==> src/rtl/piarb_deq_arb_pkg.sv <==
// rtl/piarb_deq_arb_pkg.sv - shared constants and state encoding for the PIARB dequeue scheduler
package piarb_deq_arb_pkg;

    localparam int PIARB_SCH_CREDIT_NBITS = 3;
    localparam int PIARB_SCH_GAP_NBITS    = 4;

    typedef enum logic [0:0] {
        IDLE = 1'b0,
        HOLD = 1'b1
    } piarb_deq_arb_state_e;

endpackage

==> src/rtl/piarb_rr_pick.sv <==
// rtl/piarb_rr_pick.sv - combinational round-robin find-first over a request vector
module piarb_rr_pick #(
    parameter int NUM_Q     = 16,
    parameter int QID_NBITS = 4
) (
    input  logic [NUM_Q-1:0]     req,
    input  logic [QID_NBITS-1:0] start,
    output logic                 found,
    output logic [QID_NBITS-1:0] idx
);

    logic                 hi_found;
    logic [QID_NBITS-1:0] hi_idx;

    // Lowest request at or above start wins; otherwise wrap to the lowest request overall.
    // Scanning downward lets the last hit (the lowest index) stick.
    always_comb begin
        found    = 1'b0;
        idx      = '0;
        hi_found = 1'b0;
        hi_idx   = '0;
        for (int q = NUM_Q - 1; q >= 0; q--) begin
            if (req[q]) begin
                found = 1'b1;
                idx   = QID_NBITS'(q);
                if (QID_NBITS'(q) >= start) begin
                    hi_found = 1'b1;
                    hi_idx   = QID_NBITS'(q);
                end
            end
        end
        if (hi_found) begin
            idx = hi_idx;
        end
    end

endmodule

==> src/rtl/piarb_deq_arb.sv <==
// rtl/piarb_deq_arb.sv - credit-paced work-conserving round-robin dequeue scheduler
import piarb_deq_arb_pkg::*;

module piarb_deq_arb #(
    parameter int NUM_Q      = 16,
    parameter int QID_NBITS  = 4,
    parameter int CNT_NBITS  = 5,
    parameter int PU_CREDITS = 2,
    parameter int DEQ_GAP    = 2
) (
    input  logic                 clk,
    input  logic                 rst,
    input  logic                 sch_en,
    input  logic [NUM_Q-1:0]     queue_en,
    input  logic                 enq_ack,
    input  logic [QID_NBITS-1:0] enq_ack_qid,
    input  logic                 pu_fid_done,
    input  logic [QID_NBITS-1:0] pu_id,
    output logic                 deq_req,
    output logic [QID_NBITS-1:0] deq_qid,
    output logic [NUM_Q-1:0]     backlog_nz,
    output logic                 err_credit_ovf,
    output logic                 err_backlog_ovf
);

    localparam int CW = PIARB_SCH_CREDIT_NBITS;
    localparam int GW = PIARB_SCH_GAP_NBITS;
    localparam logic [CW-1:0]        CREDIT_MAX = CW'(PU_CREDITS);
    localparam logic [GW-1:0]        GAP_LOAD   = GW'(DEQ_GAP - 1);
    localparam logic [CNT_NBITS-1:0] CNT_MAX    = '1;

    logic [CNT_NBITS-1:0] backlog     [NUM_Q];
    logic [CNT_NBITS-1:0] backlog_nxt [NUM_Q];
    logic [CW-1:0]        credit      [NUM_Q];
    logic [CW-1:0]        credit_nxt  [NUM_Q];

    piarb_deq_arb_state_e state;
    logic [QID_NBITS-1:0] rr_ptr;
    logic [GW-1:0]        gap_cnt;

    logic [NUM_Q-1:0]     eligible;
    logic [NUM_Q-1:0]     nz_nxt;
    logic                 found;
    logic [QID_NBITS-1:0] winner;
    logic                 issue;
    logic                 bl_ovf;
    logic                 cr_ovf;

    // A queue competes only with work queued, a PU credit in hand and its enable set.
    always_comb begin
        eligible = '0;
        for (int q = 0; q < NUM_Q; q++) begin
            eligible[q] = (backlog[q] != '0) && (credit[q] != '0) && queue_en[q];
        end
    end

    piarb_rr_pick #(
        .NUM_Q     (NUM_Q),
        .QID_NBITS (QID_NBITS)
    ) u_rr_pick (
        .req   (eligible),
        .start (rr_ptr),
        .found (found),
        .idx   (winner)
    );

    assign issue = (state == IDLE) && sch_en && found;

    // Next-state of per-queue counters; an increment and an issue on the same queue cancel.
    always_comb begin
        logic enq_hit;
        logic done_hit;
        logic deq_hit;
        enq_hit  = 1'b0;
        done_hit = 1'b0;
        deq_hit  = 1'b0;
        bl_ovf   = 1'b0;
        cr_ovf   = 1'b0;
        nz_nxt   = '0;
        for (int q = 0; q < NUM_Q; q++) begin
            enq_hit        = enq_ack && (enq_ack_qid == QID_NBITS'(q));
            done_hit       = pu_fid_done && (pu_id == QID_NBITS'(q));
            deq_hit        = issue && (winner == QID_NBITS'(q));
            backlog_nxt[q] = backlog[q];
            credit_nxt[q]  = credit[q];

            if (enq_hit && !deq_hit) begin
                if (backlog[q] == CNT_MAX) begin
                    bl_ovf = 1'b1;
                end else begin
                    backlog_nxt[q] = backlog[q] + CNT_NBITS'(1);
                end
            end else if (deq_hit && !enq_hit) begin
                backlog_nxt[q] = backlog[q] - CNT_NBITS'(1);
            end

            if (done_hit && !deq_hit) begin
                if (credit[q] == CREDIT_MAX) begin
                    cr_ovf = 1'b1;
                end else begin
                    credit_nxt[q] = credit[q] + CW'(1);
                end
            end else if (deq_hit && !done_hit) begin
                credit_nxt[q] = credit[q] - CW'(1);
            end

            nz_nxt[q] = (backlog_nxt[q] != '0);
        end
    end

    // Counter, backlog-flag and sticky error registers.
    always_ff @(posedge clk or posedge rst) begin
        if (rst) begin
            for (int q = 0; q < NUM_Q; q++) begin
                backlog[q] <= '0;
                credit[q]  <= CREDIT_MAX;
            end
            backlog_nz      <= '0;
            err_credit_ovf  <= 1'b0;
            err_backlog_ovf <= 1'b0;
        end else begin
            backlog         <= backlog_nxt;
            credit          <= credit_nxt;
            backlog_nz      <= nz_nxt;
            err_credit_ovf  <= err_credit_ovf | cr_ovf;
            err_backlog_ovf <= err_backlog_ovf | bl_ovf;
        end
    end

    // Issue FSM: one-cycle request pulse, then HOLD for the remaining gap cycles.
    always_ff @(posedge clk or posedge rst) begin
        if (rst) begin
            state   <= IDLE;
            gap_cnt <= '0;
            rr_ptr  <= '0;
            deq_req <= 1'b0;
            deq_qid <= '0;
        end else begin
            case (state)
                IDLE: begin
                    if (issue) begin
                        deq_req <= 1'b1;
                        deq_qid <= winner;
                        rr_ptr  <= (winner == QID_NBITS'(NUM_Q - 1)) ? '0 : winner + QID_NBITS'(1);
                        gap_cnt <= GAP_LOAD;
                        state   <= (DEQ_GAP > 1) ? HOLD : IDLE;
                    end else begin
                        deq_req <= 1'b0;
                    end
                end
                HOLD: begin
                    deq_req <= 1'b0;
                    gap_cnt <= gap_cnt - GW'(1);
                    if (gap_cnt == GW'(1)) begin
                        state <= IDLE;
                    end
                end
                default: begin
                    state   <= IDLE;
                    deq_req <= 1'b0;
                end
            endcase
        end
    end

endmodule

==> config.mk <==
export PLATFORM = sky130hd
export DESIGN_NAME = piarb_deq_arb
export DESIGN_NICKNAME = d
export VERILOG_FILES = /design/src/rtl/piarb_deq_arb_pkg.sv /design/src/rtl/piarb_rr_pick.sv /design/src/rtl/piarb_deq_arb.sv
export SDC_FILE = /design/constraint.sdc
export NUM_CORES = 1
export LEC_CHECK = 0
export CAP_MARGIN = 25
export CORE_MARGIN = 10
export CORE_UTILIZATION = 56
export DETAILED_ROUTE_END_ITERATION = 10
export PLACE_DENSITY_LB_ADDON = 0.05
export REMOVE_ABC_BUFFERS = 1
export SYNTH_ARGS = -nofsm -noshare
export SYNTH_HDL_FRONTEND = slang
export SYNTH_SLANG_ARGS = --single-unit
==> constraint.sdc <==
create_clock -name clk -period 5.18 [get_ports clk]
set_clock_uncertainty 0.2 [all_clocks]
set_input_delay 0.777 -clock clk [delete_from_list [all_inputs] [get_ports clk]]
set_output_delay 0.777 -clock clk [all_outputs]
set_load 0.05 [all_outputs]
==> results.toml <==
[outcome]
outcome = "finished, final reports clean"

[finish]
synthToLayoutAreaGrowth_pct = 22.5
insertedDiodeCount = 0
final_layout_size_suffix_gt1_frac = 0.172
final_util = 0.697
fin_cells = 1931
fillCellCount = 1746
fin_nets = 1729
final_cell_area_sq_um = 14700

[die]
coreArea_sq_um = 21000
die-area_sq_um = 27600
ioPinCount = 52
fp.dieW_um = 166
rows = 53
die_h_um = 166
start_util = 0.569

[critical_path]
crit_chain = "inv_1 -> ha_1 -> or4b_4 -> and3_4 -> or4_4 -> nor2_2 -> nand4_1 -> a211o_1 -> a21boi_0 -> buf_4 -> inv_1 -> ha_1 -> and2_2 -> nand4_1 -> o31a_1 -> a221o_1 -> nand3b_1 -> or4_1"
cp_slowest_cell = "or4_4"
cp-start-kind = "flop"
cp-end-kind = "flop"
path_buf_inv = 3
crit_arrival_ps = 5150
worstSetupPathType = "flop to flop"
critPathTopFamily = "simple AND/OR/NAND/NOR gates"
crit_fanout = 5
worst_ep_required_time_ps = 5290
slowest_delay_ps = 530

[logic_synthesis]
ys_ff_latch = 160
seq_area_frac_synth = 0.336
ys_warn_count = 0
synthArstFlopShare = 1.00
synth.distinct_cells = 83
ys.flop_type = "dfrtp_1"
synth_edf_count = 0
synth_cells = 1451
syn_area_sq_um = 12000
synth_area_per_cell_sq_um = 8.25

[power]
p_leak_nw = 6.05
power.total_mw = 7.91
power.density_nw_per_um2 = 540
ir_drop_mv = 0.280

[global_routing]
overflow = 0
grt_pass1_wl_mm = 61.9
grt_start_max_net_pins = 98
grt_antenna_before_repair = 0
grt.total_usage = 0.270
grt_pass1_vias = 11607

[clock_network]
cts_tree = "done"
root_buffer = "clkbuf_16"
clock_sinks = 160
holdBufCountCts = 0
cts.clk_slew.worst_paths_ps = 70
cts_buffers = 17
clk_latency_ps = 440
htreeDepth = 4
clockBufferDepth = 2

[job]
cap_violations = 0

[worst_hold_path]
hold_class = "flop to flop"

[routing]
drt-vias-per-instance = 6.48
route.final.wire_length_mm = 39.2
drt-pass1-iter-count = 6
drc = 0
vias = 12505
first_iter_violations = 1233
postRouteAntennaNets = 0
routedWlPerCell_um = 20.3

[placement]
place_ws_ps = -230
gp_congestion = 1.03
port_buffers = 51
place_area_sq_um = 13900
dp_cells = 1894
dp_hpwl_mm = 29.9

[timing]
slew_headroom = 0.309
period_minus_slack_ps = 5050
fin_setup_tns_ps = 0
fmax_ghz = 0.198
fin_ws_ps = 133
final-max-slew-violation-count = 0
hold_ws_ps = 301
rsz0062_at_grt = "no"
setup_viol = 0
fin_crit_sh = 0.974
final-hold-violation-count = 0
tightest_slew_ps = 1030
==> tightest hold or removal path, stage by stage, from the launching register on <==
cell and delay (ps):
dfrtp_1 360, nand2_1 50, o21ai_0 60
==> worst paths after layout <==
| path | startpoint | endpoint | slack (ps) | cells after the start |
|---|---|---|---|---|
| max | backlog[5] | backlog_nz[6] | 130 | 18 |
| min | gap_cnt[1] | gap_cnt[1] | 300 | 2 |
| max reg2reg | backlog[5] | backlog_nz[6] | 130 | 18 |
| min reg2reg | gap_cnt[1] | gap_cnt[1] | 300 | 2 |
| max in group asynchronous | rst | backlog[25] | 3240 | 3 |
| min in group asynchronous | rst | backlog[78] | 670 | 2 |
==> area by class of cell <==
| cell class | instances | area, sq um | share of cell area |
|---|---|---|---|
| Multi-Input combinational cell | 1164 | 7550 | 0.515 |
| Sequential cell | 160 | 4020 | 0.274 |
| Timing Repair Buffer | 223 | 1830 | 0.125 |
| Clock buffer | 18 | 429 | 0.0293 |
| Tap cell | 275 | 344 | 0.0235 |
| Inverter | 77 | 294 | 0.0201 |
| Clock inverter | 14 | 190 | 0.0130 |
==> cell families after synthesis <==
family,count (synthesis),share of synthesized area
AND/OR/NAND/NOR,654,0.281
AO/OA/AOI/OAI,411,0.238
flip-flops,160,0.336
buffers and inverters,127,0.0428
adder cells (fa/ha/maj),57,0.0696
XOR/XNOR,24,0.0176
multiplexers,18,0.0154
==> Yosys cell counts, types with 19 or more instances <==
cell      instances  area share
clkbuf_1         33       0.010
ha_1             41       0.043
nand4_1          33       0.017
inv_1            76       0.024
or4_1            19       0.012
a21oi_1          84       0.035
nand2_1         148       0.046
and3_1           20       0.010
xnor2_1          23       0.017
a211oi_1         19       0.012
o21ai_0          82       0.034
o22ai_1          27       0.014
nor2_1          161       0.050
nor3_1           66       0.028
nand3_1          66       0.028
dfrtp_1         144        0.30
==> layout by cell type, fill, tap and decap left out, types with 16 or more instances in the layout <==
cell type	n
a211oi_1	19
a21oi_1	84
and3_1	19
buf_4	169
clkbuf_16	17
clkdlybuf4s50_1	51
dfrtp_1	144
dfstp_2	16
ha_1	41
inv_1	75
nand2_1	147
nand2b_1	16
nand3_1	66
nand4_1	33
nor2_1	159
nor3_1	65
o211ai_1	17
o21ai_0	82
o22ai_1	27
o31ai_1	16
or3_1	16
or4_1	18
xnor2_1	23
==> repair_timing <==
item	in CTS	in global routing
gates resized for setup	1	22
buffers inserted	1	4
cloned	0	0
endpoints found under the setup margin	1	41
pin swaps	1	5
==> power breakdown <==
part / internal [mW] / total, mW / switching (mW)
Sequential: 1.81 / 2.55 / 0.744
Clock: 0.779 / 1.38 / 0.597
Combinational: 1.74 / 3.99 / 2.25
Total: 4.32 / 7.91 / 3.60
==> registers in the layout, summed over array words and instances, names as in the netlist <==
name,count
deq_req,1
credit,48
err_credit_ovf,1
err_backlog_ovf,1
state,1
backlog_nz,16
deq_qid,4
gap_cnt,4
rr_ptr,4
backlog,80
==> metal layers <==
metal	track usage	wire, um	vias up
li1	-	-	5835
met1	0.362	17300	6060
met2	0.438	18100	534
met3	0.0487	2810	76
met4	0.0751	935	0
met5	0	0	-
Note: power is estimated with default switching activity, not from simulation.
